$ cat src/rtl/cache_set_controller_if.sv
// CPU, set-bank and memory signals seen by the cache set controller.
// master is the controller side; slave is the CPU / set bank / memory side.
interface cache_set_controller_if #(
  parameter int TAG_WIDTH  = 24,
  parameter int SET_WIDTH  = 4,
  parameter int LINE_WIDTH = 2
);
  logic                  cpu_valid;
  logic                  cpu_ready;
  logic                  cpu_we;
  logic [31:0]           cpu_addr;
  logic [31:0]           cpu_wdata;
  logic                  cpu_rvalid;
  logic [31:0]           cpu_rdata;

  logic                  set_en;
  logic [SET_WIDTH-1:0]  set_sel;
  logic [1:0]            set_mode;
  logic                  set_tick_en;
  logic [31:0]           set_now;
  logic [TAG_WIDTH-1:0]  set_target;
  logic [LINE_WIDTH-1:0] set_index;
  logic [31:0]           set_data;
  logic                  set_hit;
  logic [31:0]           set_out;
  logic                  set_dirty;
  logic [TAG_WIDTH-1:0]  set_tag;

  logic                  mem_req;
  logic                  mem_we;
  logic [31:0]           mem_addr;
  logic [31:0]           mem_wdata;
  logic                  mem_ack;
  logic [31:0]           mem_rdata;

  modport master (
    input  cpu_valid, cpu_we, cpu_addr, cpu_wdata,
    output cpu_ready, cpu_rvalid, cpu_rdata,
    output set_en, set_sel, set_mode, set_tick_en, set_now, set_target, set_index, set_data,
    input  set_hit, set_out, set_dirty, set_tag,
    output mem_req, mem_we, mem_addr, mem_wdata,
    input  mem_ack, mem_rdata
  );

  modport slave (
    output cpu_valid, cpu_we, cpu_addr, cpu_wdata,
    input  cpu_ready, cpu_rvalid, cpu_rdata,
    input  set_en, set_sel, set_mode, set_tick_en, set_now, set_target, set_index, set_data,
    output set_hit, set_out, set_dirty, set_tag,
    input  mem_req, mem_we, mem_addr, mem_wdata,
    output mem_ack, mem_rdata
  );
endinterface

$ cat src/rtl/cache_set_controller.sv
// Lookup / victim / write-back / refill sequencer for one CPU port over a bank of cache sets.
// All outputs are registered; hit completes 2 cycles after accept, cpu_ready is low outside IDLE.
module cache_set_controller #(
  parameter int TAG_WIDTH  = 24,
  parameter int SET_WIDTH  = 4,
  parameter int LINE_WIDTH = 2
) (
  input logic                    clk,
  input logic                    reset,
  cache_set_controller_if.master bus
);
  localparam int SOFF = LINE_WIDTH + 2;
  localparam int TOFF = SET_WIDTH + LINE_WIDTH + 2;
  localparam logic [1:0] MODE_READ  = 2'b10;
  localparam logic [1:0] MODE_WRITE = 2'b11;
  localparam logic [1:0] MODE_REQ   = 2'b00;
  localparam logic [1:0] MODE_ALLOC = 2'b01;
  localparam logic [LINE_WIDTH-1:0] LAST_WORD = '1;
  localparam logic [LINE_WIDTH-1:0] ONE_WORD  = 1;

  typedef enum logic [2:0] {IDLE, LOOKUP, VICTIM, WB, FILL, REPLAY} state_t;

  state_t                state_q, state_d;
  logic                  req_we_q, req_we_d;
  logic [31:0]           req_addr_q, req_addr_d;
  logic [31:0]           req_wdata_q, req_wdata_d;
  logic [TAG_WIDTH-1:0]  vtag_q, vtag_d;
  logic [LINE_WIDTH-1:0] cnt_q, cnt_d;
  logic                  cpu_ready_q, cpu_ready_d;
  logic                  cpu_rvalid_q, cpu_rvalid_d;
  logic [31:0]           cpu_rdata_q, cpu_rdata_d;
  logic                  set_en_q, set_en_d;
  logic [SET_WIDTH-1:0]  set_sel_q, set_sel_d;
  logic [1:0]            set_mode_q, set_mode_d;
  logic                  set_tick_en_q, set_tick_en_d;
  logic [31:0]           set_now_q, set_now_d;
  logic [TAG_WIDTH-1:0]  set_target_q, set_target_d;
  logic [LINE_WIDTH-1:0] set_index_q, set_index_d;
  logic [31:0]           set_data_q, set_data_d;
  logic                  mem_req_q, mem_req_d;
  logic                  mem_we_q, mem_we_d;
  logic [31:0]           mem_addr_q, mem_addr_d;
  logic [31:0]           mem_wdata_q, mem_wdata_d;

  logic [TAG_WIDTH-1:0]  req_tag;
  logic [SET_WIDTH-1:0]  req_set;
  logic [LINE_WIDTH-1:0] req_word;
  logic                  unused_byte_offset;

  assign req_tag            = req_addr_q[31:TOFF];
  assign req_set            = req_addr_q[TOFF-1:SOFF];
  assign req_word           = req_addr_q[SOFF-1:2];
  assign unused_byte_offset = ^{bus.cpu_addr[1:0], req_addr_q[1:0]};

  always_comb begin
    state_d       = state_q;
    req_we_d      = req_we_q;
    req_addr_d    = req_addr_q;
    req_wdata_d   = req_wdata_q;
    vtag_d        = vtag_q;
    cnt_d         = cnt_q;
    cpu_ready_d   = cpu_ready_q;
    cpu_rvalid_d  = 1'b0;
    cpu_rdata_d   = cpu_rdata_q;
    set_en_d      = 1'b0;
    set_sel_d     = set_sel_q;
    set_mode_d    = set_mode_q;
    set_tick_en_d = 1'b0;
    set_now_d     = set_now_q;
    set_target_d  = set_target_q;
    set_index_d   = set_index_q;
    set_data_d    = set_data_q;
    mem_req_d     = mem_req_q;
    mem_we_d      = mem_we_q;
    mem_addr_d    = mem_addr_q;
    mem_wdata_d   = mem_wdata_q;

    case (state_q)
      IDLE: begin
        if (bus.cpu_valid) begin
          req_we_d     = bus.cpu_we;
          req_addr_d   = bus.cpu_addr;
          req_wdata_d  = bus.cpu_wdata;
          cpu_ready_d  = 1'b0;
          set_now_d    = set_now_q + 32'd1;
          set_mode_d   = MODE_READ;
          set_sel_d    = bus.cpu_addr[TOFF-1:SOFF];
          set_target_d = bus.cpu_addr[31:TOFF];
          set_index_d  = bus.cpu_addr[SOFF-1:2];
          state_d      = LOOKUP;
        end
      end
      LOOKUP: begin
        if (bus.set_hit) begin
          set_tick_en_d = 1'b1;
          cpu_rvalid_d  = 1'b1;
          cpu_ready_d   = 1'b1;
          state_d       = IDLE;
          if (req_we_q) begin
            set_mode_d = MODE_WRITE;
            set_en_d   = 1'b1;
            set_data_d = req_wdata_q;
          end else begin
            cpu_rdata_d = bus.set_out;
          end
        end else begin
          set_mode_d = MODE_REQ;
          state_d    = VICTIM;
        end
      end
      VICTIM: begin
        vtag_d      = bus.set_tag;
        cnt_d       = '0;
        set_index_d = '0;
        if (bus.set_dirty) begin
          // Victim words are read back through the normal read path, addressed by its own tag.
          set_mode_d   = MODE_READ;
          set_target_d = bus.set_tag;
          state_d      = WB;
        end else begin
          mem_we_d = 1'b0;
          state_d  = FILL;
        end
      end
      WB: begin
        if (!mem_req_q) begin
          mem_req_d   = 1'b1;
          mem_we_d    = 1'b1;
          mem_addr_d  = {vtag_q, req_set, cnt_q, 2'b00};
          mem_wdata_d = bus.set_out;
        end else if (bus.mem_ack) begin
          mem_req_d   = 1'b0;
          cnt_d       = cnt_q + ONE_WORD;
          set_index_d = cnt_q + ONE_WORD;
          if (cnt_q == LAST_WORD) begin
            mem_we_d = 1'b0;
            state_d  = FILL;
          end
        end
      end
      FILL: begin
        if (!mem_req_q) begin
          mem_req_d  = 1'b1;
          mem_we_d   = 1'b0;
          mem_addr_d = {req_tag, req_set, cnt_q, 2'b00};
        end else if (bus.mem_ack) begin
          mem_req_d     = 1'b0;
          set_mode_d    = MODE_ALLOC;
          set_en_d      = 1'b1;
          set_tick_en_d = 1'b1;
          set_data_d    = bus.mem_rdata;
          set_index_d   = cnt_q;
          set_target_d  = req_tag;
          cnt_d         = cnt_q + ONE_WORD;
          if (cnt_q == LAST_WORD) state_d = REPLAY;
        end
      end
      REPLAY: begin
        // The last alloc write lands this cycle; the read for the replayed lookup follows it.
        set_mode_d   = MODE_READ;
        set_target_d = req_tag;
        set_index_d  = req_word;
        state_d      = LOOKUP;
      end
      default: state_d = IDLE;
    endcase
  end

  always_ff @(posedge clk or negedge reset) begin
    if (!reset) begin
      state_q       <= IDLE;
      req_we_q      <= 1'b0;
      req_addr_q    <= '0;
      req_wdata_q   <= '0;
      vtag_q        <= '0;
      cnt_q         <= '0;
      cpu_ready_q   <= 1'b1;
      cpu_rvalid_q  <= 1'b0;
      cpu_rdata_q   <= '0;
      set_en_q      <= 1'b0;
      set_sel_q     <= '0;
      set_mode_q    <= '0;
      set_tick_en_q <= 1'b0;
      set_now_q     <= '0;
      set_target_q  <= '0;
      set_index_q   <= '0;
      set_data_q    <= '0;
      mem_req_q     <= 1'b0;
      mem_we_q      <= 1'b0;
      mem_addr_q    <= '0;
      mem_wdata_q   <= '0;
    end else begin
      state_q       <= state_d;
      req_we_q      <= req_we_d;
      req_addr_q    <= req_addr_d;
      req_wdata_q   <= req_wdata_d;
      vtag_q        <= vtag_d;
      cnt_q         <= cnt_d;
      cpu_ready_q   <= cpu_ready_d;
      cpu_rvalid_q  <= cpu_rvalid_d;
      cpu_rdata_q   <= cpu_rdata_d;
      set_en_q      <= set_en_d;
      set_sel_q     <= set_sel_d;
      set_mode_q    <= set_mode_d;
      set_tick_en_q <= set_tick_en_d;
      set_now_q     <= set_now_d;
      set_target_q  <= set_target_d;
      set_index_q   <= set_index_d;
      set_data_q    <= set_data_d;
      mem_req_q     <= mem_req_d;
      mem_we_q      <= mem_we_d;
      mem_addr_q    <= mem_addr_d;
      mem_wdata_q   <= mem_wdata_d;
    end
  end

  assign bus.cpu_ready   = cpu_ready_q;
  assign bus.cpu_rvalid  = cpu_rvalid_q;
  assign bus.cpu_rdata   = cpu_rdata_q;
  assign bus.set_en      = set_en_q;
  assign bus.set_sel     = set_sel_q;
  assign bus.set_mode    = set_mode_q;
  assign bus.set_tick_en = set_tick_en_q;
  assign bus.set_now     = set_now_q;
  assign bus.set_target  = set_target_q;
  assign bus.set_index   = set_index_q;
  assign bus.set_data    = set_data_q;
  assign bus.mem_req     = mem_req_q;
  assign bus.mem_we      = mem_we_q;
  assign bus.mem_addr    = mem_addr_q;
  assign bus.mem_wdata   = mem_wdata_q;
endmodule

$ cat src/flat_wrapper.sv
// flat-port wrapper written by rule: the top's interface ports become plain ports
module cache_set_controller_flat 
#(
  parameter int TAG_WIDTH  = 24,
  parameter int SET_WIDTH  = 4,
  parameter int LINE_WIDTH = 2
)
  (clk, reset, bus_cpu_valid, bus_cpu_we, bus_cpu_addr, bus_cpu_wdata, bus_cpu_ready, bus_cpu_rvalid, bus_cpu_rdata, bus_set_en, bus_set_sel, bus_set_mode, bus_set_tick_en, bus_set_now, bus_set_target, bus_set_index, bus_set_data, bus_set_hit, bus_set_out, bus_set_dirty, bus_set_tag, bus_mem_req, bus_mem_we, bus_mem_addr, bus_mem_wdata, bus_mem_ack, bus_mem_rdata);
  cache_set_controller_if #(.TAG_WIDTH(TAG_WIDTH), .SET_WIDTH(SET_WIDTH), .LINE_WIDTH(LINE_WIDTH)) bus_i ();
  input logic clk;
  input logic reset;
  input wire logic [$bits(bus_i.cpu_valid)-1:0] bus_cpu_valid;
  input wire logic [$bits(bus_i.cpu_we)-1:0] bus_cpu_we;
  input wire logic [$bits(bus_i.cpu_addr)-1:0] bus_cpu_addr;
  input wire logic [$bits(bus_i.cpu_wdata)-1:0] bus_cpu_wdata;
  output wire logic [$bits(bus_i.cpu_ready)-1:0] bus_cpu_ready;
  output wire logic [$bits(bus_i.cpu_rvalid)-1:0] bus_cpu_rvalid;
  output wire logic [$bits(bus_i.cpu_rdata)-1:0] bus_cpu_rdata;
  output wire logic [$bits(bus_i.set_en)-1:0] bus_set_en;
  output wire logic [$bits(bus_i.set_sel)-1:0] bus_set_sel;
  output wire logic [$bits(bus_i.set_mode)-1:0] bus_set_mode;
  output wire logic [$bits(bus_i.set_tick_en)-1:0] bus_set_tick_en;
  output wire logic [$bits(bus_i.set_now)-1:0] bus_set_now;
  output wire logic [$bits(bus_i.set_target)-1:0] bus_set_target;
  output wire logic [$bits(bus_i.set_index)-1:0] bus_set_index;
  output wire logic [$bits(bus_i.set_data)-1:0] bus_set_data;
  input wire logic [$bits(bus_i.set_hit)-1:0] bus_set_hit;
  input wire logic [$bits(bus_i.set_out)-1:0] bus_set_out;
  input wire logic [$bits(bus_i.set_dirty)-1:0] bus_set_dirty;
  input wire logic [$bits(bus_i.set_tag)-1:0] bus_set_tag;
  output wire logic [$bits(bus_i.mem_req)-1:0] bus_mem_req;
  output wire logic [$bits(bus_i.mem_we)-1:0] bus_mem_we;
  output wire logic [$bits(bus_i.mem_addr)-1:0] bus_mem_addr;
  output wire logic [$bits(bus_i.mem_wdata)-1:0] bus_mem_wdata;
  input wire logic [$bits(bus_i.mem_ack)-1:0] bus_mem_ack;
  input wire logic [$bits(bus_i.mem_rdata)-1:0] bus_mem_rdata;
  assign bus_i.cpu_valid = bus_cpu_valid;
  assign bus_i.cpu_we = bus_cpu_we;
  assign bus_i.cpu_addr = bus_cpu_addr;
  assign bus_i.cpu_wdata = bus_cpu_wdata;
  assign bus_cpu_ready = bus_i.cpu_ready;
  assign bus_cpu_rvalid = bus_i.cpu_rvalid;
  assign bus_cpu_rdata = bus_i.cpu_rdata;
  assign bus_set_en = bus_i.set_en;
  assign bus_set_sel = bus_i.set_sel;
  assign bus_set_mode = bus_i.set_mode;
  assign bus_set_tick_en = bus_i.set_tick_en;
  assign bus_set_now = bus_i.set_now;
  assign bus_set_target = bus_i.set_target;
  assign bus_set_index = bus_i.set_index;
  assign bus_set_data = bus_i.set_data;
  assign bus_i.set_hit = bus_set_hit;
  assign bus_i.set_out = bus_set_out;
  assign bus_i.set_dirty = bus_set_dirty;
  assign bus_i.set_tag = bus_set_tag;
  assign bus_mem_req = bus_i.mem_req;
  assign bus_mem_we = bus_i.mem_we;
  assign bus_mem_addr = bus_i.mem_addr;
  assign bus_mem_wdata = bus_i.mem_wdata;
  assign bus_i.mem_ack = bus_mem_ack;
  assign bus_i.mem_rdata = bus_mem_rdata;
  cache_set_controller #(.TAG_WIDTH(TAG_WIDTH), .SET_WIDTH(SET_WIDTH), .LINE_WIDTH(LINE_WIDTH)) u_core (.clk(clk), .reset(reset), .bus(bus_i));
endmodule
$ cat config.mk
export PLATFORM = sky130hd
export DESIGN_NAME = cache_set_controller_flat
export DESIGN_NICKNAME = d
export VERILOG_FILES = /design/src/rtl/cache_set_controller_if.sv /design/src/rtl/cache_set_controller.sv /design/src/flat_wrapper.sv
export SDC_FILE = /design/constraint.sdc
export NUM_CORES = 1
export LEC_CHECK = 0
export ABC_AREA = 1
export CAP_MARGIN = 20
export CELL_PAD_IN_SITES_DETAIL_PLACEMENT = 2
export CELL_PAD_IN_SITES_GLOBAL_PLACEMENT = 2
export CORE_MARGIN = 5
export CORE_UTILIZATION = 29
export CTS_CLUSTER_SIZE = 20
export DETAILED_ROUTE_END_ITERATION = 10
export PLACE_DENSITY_LB_ADDON = 0.05
export SLEW_MARGIN = 0
export SYNTH_ARGS = -nofsm -noshare
export SYNTH_HDL_FRONTEND = slang
export SYNTH_SLANG_ARGS = --single-unit
$ cat constraint.sdc
create_clock -name clk -period 3.8 [get_ports clk]
set_clock_uncertainty 0.15 [all_clocks]
set_input_delay 1.14 -clock clk [delete_from_list [all_inputs] [get_ports clk]]
set_output_delay 1.14 -clock clk [all_outputs]
set_load 0.03 [all_outputs]
Yosys cells after proc, flatten, opt, wreduce, memory -nomap -nowiden
Cells that the tools add are included.
{"block": "totals", "output_inout_bits": 198, "word_cells": 127, "regBits": 292, "input_bits": 159}
{"block": "classes", "bitwise": 2, "n_mux": 56, "addsub": 2, "n_eq_ne": 24, "reduce_logical": 22}
{"op": "32-bit 2-to-1 mux", "count": 6}
{"op": "32-bit one-hot mux with 2 select lines", "count": 2}
{"op": "24-bit 2-to-1 mux", "count": 4}
{"op": "24-bit one-hot mux with 4 select lines", "count": 1}
{"op": "32-bit by 1-bit adder with 32-bit output, second input constant", "count": 1}
{"op": "2-bit 2-to-1 mux", "count": 12}
{"op": "3-bit 2-to-1 mux", "count": 8}
{"op": "2-bit one-hot mux with 5 select lines", "count": 2}
{"op": "3-bit one-hot mux with 6 select lines", "count": 1}
{"op": "2-bit inequality test, second input constant", "count": 8}
{"op": "1-bit 2-to-1 mux", "count": 15}
{"op": "5-bit AND reduction", "count": 3}
{"op": "2-bit by 1-bit inequality test with 1-bit output, second input constant", "count": 7}
{"op": "3-bit AND reduction", "count": 4}
{"op": "6-bit AND reduction", "count": 2}
{"op": "5-bit nonzero test", "count": 2}
{"op": "2-bit nonzero test", "count": 4}
{"op": "7-bit AND reduction", "count": 1}
{"op": "3-bit by 2-bit == test with 1-bit output, second input constant", "count": 2}
{"op": "3-bit == test, second input constant", "count": 2}
{"op": "3-bit inequality test, second input constant", "count": 2}
{"op": "1-bit one-hot mux with 2 select lines", "count": 3}
{"op": "2-bit one-hot mux with 2 select lines", "count": 1}
{"op": "2-bit AND reduction", "count": 2}
{"op": "10 further kinds", "count": 11}

Depth between registers and ports, before layout
Gate-level depths: netlist of the first run.
{"block": "logic_depth", "word_depth": 5, "mapped_depth": 10, "mapped_depth_nobuf": 10}

Worst setup path after synthesis of the first run
Ideal clock, no wire load.
{"block": "synth_path", "path_type": "input-to-reg", "start": "input port bus_cpu_valid", "end": "register u_core.set_target_q[10] (netlist: u_core.bus.set_target[10])", "setup_slack_ns": 1.626, "path_stages": 8, "t_required_ns": 3.533, "setup_ns": 0.117, "arrival_time_ns": 1.908, "n_path_buf": 1, "cell_sequence": "inv_1 nand3_1 nand2_1 nor2_2 nand3_2 buf_2 nand2_1 nand2_1"}
{"block": "synth_via", "elab_chain_len": 2}
{"item": "start: declaration", "line_no": "flat_wrapper.sv:12", "text": "input wire logic [$bits(bus_i.cpu_valid)-1:0] bus_cpu_valid;"}
{"item": "2-bit inequality test (no line)"}
{"item": "5-bit AND reduction (no line)"}
{"item": "end signal: assignment", "line_no": "cache_set_controller.sv:207", "text": "set_target_q <= set_target_d;"}
{"item": "end: declaration", "line_no": "cache_set_controller.sv:37", "text": "logic [TAG_WIDTH-1:0] set_target_q, set_target_d;"}
No other way between the ends.
A chain may end at the register's enable or synchronous reset.

Worst setup path after layout of the first run
{"block": "layout_path", "start": "register u_core.cpu_ready_q (netlist: u_core.bus.cpu_ready)", "end": "output port bus_cpu_ready"}
{"item": "start: declaration", "line_no": "cache_set_controller.sv:29", "text": "logic cpu_ready_q, cpu_ready_d;"}
{"item": "start signal: assignment", "line_no": "cache_set_controller.sv:199", "text": "cpu_ready_q <= cpu_ready_d;"}
{"item": "end: declaration", "line_no": "flat_wrapper.sv:16", "text": "output wire logic [$bits(bus_i.cpu_ready)-1:0] bus_cpu_ready;"}
No word-level cell between the ends.

==> results of run 1 <==
-- cell families (layout without fill, tap and decap cells) --
group,Yosys count,count (layout),share of synthesized area
DFF,284,284,0.5766
and+or+nand+nor,881,881,0.2811
adders and majority gates,2,2,0.002030
other,1,3,0.0003042
xor gates and xnor gates,22,22,0.01563
buffers and inverters,169,531,0.05704
AOI/OAI and AO/OA,146,146,0.06730
-- state kept, by name (all words and copies together), names as in the netlist, 24 cells and up --
signal and count:
u_core.bus.mem_wdata 32, u_core.bus.set_now 32, u_core.vtag_q 24, u_core.req_wdata_q 32, u_core.bus.mem_addr 30, u_core.req_addr_q 27
u_core.bus.set_data 32, u_core.bus.set_target 24, u_core.bus.cpu_rdata 32
-- layout make-up --
type,count,area [µm²]
repair buffers,372,3741
clock buffers,57,1091
inverters,100,375.4
clock inverters,2,35.03
well taps,539,674.4
diodes,1,2.502
multi-input cells,1053,4537
flip-flops and latches,284,7108
fillers,4700,24480
-- power by group through the flow --
| stage | Clock (mW) | Sequential [mW] | Combinational, mW |
|---|---|---|---|
| 2_1_floorplan | 0 | 6.75 | 2.61 |
| 3_3_place_gp | 0 | 5.19 | 7.34 |
| 3_5_place_dp | 0 | 5.26 | 7.51 |
| 4_1_cts | 3.46 | 5.23 | 7.56 |
| 5_1_grt | 3.59 | 5.39 | 8.05 |
| 6_report | 3.34 | 5.21 | 7.36 |
-- Yosys cell counts (3+ instances only) --
library cell and number:
clkbuf_1 29, nand3b_1 3, nor2_1 68, nand3_1 23, nand2_1 752, o21ai_1 16, buf_1 7, dfrtp_1 283
nand4_1 11, inv_1 92, or2_2 3, buf_4 11, o21ai_0 78, nor2_2 9, nand2_2 3, inv_2 8
buf_2 22, xor2_1 14, o211ai_1 24, a31oi_1 24, xnor2_1 8
-- per-stage QoR --
stage	hold WS [ps]	util	power, mW	setup slack, ps
floorplan	299.2	-	9.356	1626
global placement	304.6	0.3910	12.53	609.6
detailed placement	312.7	0.3910	12.76	591.6
CTS	326.0	0.4177	16.25	668.3
global route	347.4	0.4177	17.03	675.3
finish	320.3	0.4178	15.92	727.4
-- per-layer routing --
metal,track usage,share of wire,vias to the layer above
met5,0,0.00044,-
met4,0.05173,0.024,4
met3,0.06908,0.076,71
met2,0.3458,0.48,239
met1,0.2460,0.42,5657
li1,-,-,5347
-- path summary, 6_finish.rpt --
path | start | endpoint | slack [ps] | cells past startpoint
worst max-delay path | u_core.bus.cpu_ready$_DFFE_PN1P_ | bus_cpu_ready | 730 | 1
worst min-delay path | u_core.bus.mem_we$_DFFE_PN0P_ | u_core.bus.mem_we$_DFFE_PN0P_ | 320 | 2
worst max register to register | u_core.state_q[1]$_DFFE_PN0P_ | u_core.bus.mem_addr[31]$_DFFE_PN0P_ | 1140 | 9
worst min register to register | u_core.bus.mem_we$_DFFE_PN0P_ | u_core.bus.mem_we$_DFFE_PN0P_ | 320 | 2
max in group asynchronous | reset | u_core.bus.mem_wdata[5]$_DFFE_PN0N_ | 2210 | 2
min in group asynchronous | reset | u_core.bus.set_target[12]$_DFFE_PN0P_ | 440 | 1
-- worst reg2reg max path, cell delays in order (launching register included) --
cell and delay, ps:
dfrtp_1 450, inv_2 140, nand2_4 90, nor2_4 100, buf_4 340, nand2_2 260
nand2_2 220, buf_4 520, nor2_1 140, a31oi_1 170
==> run metrics, run 1 <==
Synth async-reset ratio 1.000; fin crit period around 3100 ps; EDFF count, synth 0; share of cells above drive strength 1 0.05407; commonest non-fill, non-tap cell in the layout nand2_1; Max Root-Sink Buffers 3; Hold Path Class flop to flop; Final Cell Area roughly 0.018 mm²; status finished clean; Max-slew headroom 0.4862; die width 216.2 µm; Main synth FF type dfrtp_1; die area roughly 0.047 mm²; Critical Path Max Stage Delay 710 ps; nets@finish ~2000; via density per instance 4.700; setup bufs post-CTS 0; Final Non-Filler Cells around 2400; initial DRC count 505; Synth-to-Final Area Change 42.49%; CP top delay family buffers and inverters; CTS Hold Buffers Added 0; Peak VDD IR 0.4738 mV; Core Area 0.04204 mm²; Seq cells post-synth roughly 280; DRT antenna net count 0; Initial DRT Pass Iterations 4; Lkg Pwr about 8.5 nW; TritonCTS buffer count 37; total number of vias 11318; Max Transition Viols Final 0; Residual DRC 0; Psw around 6.9 mW; CP Data Arrival Time 1780 ps; gr ovfl total 0; most frequent cells in the layout 751 x nand2_1, 351 x clkdlybuf4s50_1, 283 x dfrtp_1; post-cts resize count 0; internal power approximately 9.1 mW; Setup crit start kind flop; gpl congestion 0.7518; CTS sink count 284; CTS tree built; DRT Wirelength 47570 µm; Mapped Cells 1505; synthesized area 0.01233 mm²; CP bufs+invs 1; Row Count 75; vias in the first global route 12810; Initial Utilization 0.2932; Final Hold Fails 0; Critical-path top delay cell clkdlybuf4s50_1; IO Pins 357; setup_tns 0 ps; Placed Instance Area 0.01644 mm²; Combinational Power Share 0.463; global-route wire length before repair 74610 µm; top cells by area, synth dfrtp_1 57%, nand2_1 23%, o21ai_0 3.2%, inv_1 2.8%, nor2_1 2.1%; Skew-Pair Late Insertion Delay 540 ps; cells along the critical path clkdlybuf4s50_1; Max Fclk 325.5 MHz; total track usage 0.2022; Avg WL per Cell 19.75 µm; root buf cell clkbuf_16; Pwr Density between 900 and 1000 mW/mm²; Sequential Power Share 0.327; yosys warns 0; cell total after placement 2348; Worst-path clk slew 60 ps; IO buf count 352; Seq/Total Area, Yosys 0.5766; pin count of the biggest net entering global routing 88; H-tree levels 2; synth unique cells 36; antenna violations before repair 3; critical path endpoint category output pin; detailed placer's ending HPWL 32980 µm; CP required 2510 ps; switching share of power 0.4310; MaxCap Viol Count 0; Worst-Margin Slew 770.8 ps; Final period util 0.8086; top cell type's share of synthesized area 0.5745; Synth area leader dfrtp_1; final setup fails 0; CP Max Fanout 2; Clock Power Share 0.210; Syn Area/Cell 8.191 µm²; WS Path Type flop to output pin; RSZ-0062 raised after global routing false; die height 216.2 µm
Note: power is estimated with default switching activity, not from simulation.
==> run 2: changes to the inputs <==
CORE_UTILIZATION = 24   (was 29)
clock period = 2.6 ns   (was 3.8 ns; I/O delays follow)
==> run 2 against run 1 <==
Global-route usage is 2.9 points lower; critical path depth stayed put; clock power is 58% higher; power is 48% higher.
==> run metrics, run 2 (synthesized netlist as in run 1, its figures left out) <==
Fill cells 5763 (was 4700); Final Non-Filler Cells 2573 (was 2408); Max Fclk slightly below 400 MHz; RSZ-0062 raised after global routing false (unchanged); CTS tree built (unchanged); Final Hold Fails 0 (unchanged); gr ovfl total 0 (unchanged); critical path endpoint category output pin (unchanged); CP Launch Point u_core.bus.cpu_rdata[10]$_DFFE_PN0P_ (was u_core.bus.cpu_ready$_DFFE_PN1P_); most frequent cells in the layout 751 x nand2_1, 287 x clkdlybuf4s50_1, 283 x dfrtp_1 (was 751 x nand2_1, 351 x clkdlybuf4s50_1, 283 x dfrtp_1); r2r startpoint u_core.state_q[1]$_DFFE_PN0P_ (unchanged); global-route wire length before repair 76380 µm (was 74610 µm); Core Area 0.05109 mm² (was 0.04204 mm²); share of cells above drive strength 1 0.06765 (was 0.05407); Worst-Margin Slew 564.8 ps (was 770.8 ps); Lkg Pwr 8.994 nW (was 8.546 nW); Initial Utilization 0.2413 (was 0.2932); post-cts resize count 59 (was 0); Critical Path Max Stage Delay 730 ps (was 710 ps); fin crit period between 2000 and 3000 ps; gpl congestion 0.7585 (was 0.7518); pin count of the biggest net entering global routing 72 (was 88); CP top delay family buffers and inverters (unchanged); setup bufs post-CTS 0 (unchanged); Hold Path Class input port to async pin (was flop to flop); Residual DRC 0 (unchanged); Pwr Density 1309 mW/mm² (was 906.2 mW/mm²); final setup fails 0 (unchanged); via density per instance 4.389 (was 4.700); vias in the first global route 12776 (was 12810); IO Pins 357 (unchanged); CP Data Arrival Time 1620 ps (was 1780 ps); die height 236.6 µm (was 216.2 µm); die width 236.6 µm (was 216.2 µm); Placed Instance Area 0.01689 mm² (was 0.01644 mm²); CP Max Fanout 2 (unchanged); CTS sink count 284 (unchanged); MaxCap Viol Count 0 (unchanged); Final Cell Area 0.01804 mm² (was 0.01756 mm²); CP required 1670 ps (was 2510 ps); status finished clean (unchanged); Peak VDD IR 0.4509 mV (was 0.4738 mV); Avg WL per Cell 19.06 µm (was 19.75 µm); CTS Hold Buffers Added 0 (unchanged); TritonCTS buffer count 37 (unchanged); IO buf count 352 (unchanged); H-tree levels 2 (unchanged); DRT antenna net count 0 (unchanged); Skew-Pair Late Insertion Delay 530 ps (was 540 ps); total track usage 0.1732 (was 0.2022); Max Root-Sink Buffers 3 (unchanged); root buf cell clkbuf_16 (unchanged); CP bufs+invs 1 (unchanged); Worst-path clk slew 50 ps (was 60 ps); die area 0.05599 mm² (was 0.04673 mm²); nets@finish 2033 (was 2009); detailed placer's ending HPWL 35110 µm (was 32980 µm); antenna violations before repair 3 (unchanged); Final period util 0.9791; initial DRC count 413 (was 505); cell total after placement 2513 (was 2348); Row Count 83 (was 75); cells along the critical path clkdlybuf4s50_1 (unchanged); Max-slew headroom 0.6235 (was 0.4862); Setup crit start kind flop (unchanged); Critical-path top delay cell clkdlybuf4s50_1 (unchanged); Synth-to-Final Area Change 46.39% (was 42.49%); DRT Wirelength 49050 µm (was 47570 µm); WS Path Type flop to output pin (unchanged); total number of vias 11294 (was 11318); commonest non-fill, non-tap cell in the layout nand2_1 (unchanged); Initial DRT Pass Iterations 4 (unchanged); Max Transition Viols Final 0 (unchanged)
## run 2: changes by cell type in the layout (fill, tap and decap cells not counted)
cell and delta:
clkinv_2 +3, buf_4 +16, dlygate4sd2_1 +59, dlymetal6s2s_1 +5, clkbuf_1 -3, buf_12 +8
clkdlybuf4s50_1 -64, bufinv_16 +5, clkbuf_8 -5
## run 2: area by class of cell
cell class	count	area, µm²	share of cell area
Sequential cell	284	7108	0.3939
Multi-Input combinational cell	1053	4537	0.2514
Timing Repair Buffer	396	3960	0.2195
Clock buffer	49	1011	0.05603
Tap cell	680	850.8	0.04715
Inverter	100	375.4	0.02080
Clock inverter	10	200.2	0.01109
Antenna cell	1	2.502	0.0001387
## run 2: routing by layer
layer  routed length [µm]  vias to the layer above  share of wire  track usage
met2                24770                      215           0.50       0.3083
met3                 3078                       58          0.063      0.05206
met4                  843                        2          0.017      0.04006
li1                     -                     5388              -            -
met5                   13                        -        0.00027            0
met1                20350                     5631           0.41       0.2063
## run 2: stage by stage
step	util	setup WS, ps	hold slack, ps	total power [mW]	TNS, ps
floorplan	-	785.8	299.2	13.67	0
global placement	0.3306	-45.09	305.2	18.65	-89.41
detailed placement	0.3306	-75.01	315.3	18.91	-131.0
CTS	0.3529	3.662	37.98	24.24	0
global route	0.3532	0.1064	56.43	25.32	0
finish	0.3532	54.39	33.67	23.62	0
## run 2: final timing paths
path                            slack [ps]  cells past startpoint                               endpoint
worst max-delay path                    50                      1                      bus_cpu_rdata[10]
worst max register to register         480                      8    u_core.bus.mem_addr[18]$_DFFE_PN0P_
worst min register to register         320                      2       u_core.bus.cpu_ready$_DFFE_PN1P_
worst min-delay path                    30                      1    u_core.bus.mem_addr[16]$_DFFE_PN0P_
max in group asynchronous             1590                      2  u_core.bus.set_target[11]$_DFFE_PN0P_
min in group clk                       320                      2       u_core.bus.cpu_ready$_DFFE_PN1P_
## run 2: power by group
| group | total, mW | internal [mW] | switching (mW) |
|---|---|---|---|
| Clock | 5.27 | 3.30 | 1.97 |
| Sequential | 7.59 | 6.39 | 1.21 |
| Combinational | 10.8 | 3.90 | 6.86 |
| Total | 23.6 | 13.6 | 10.0 |
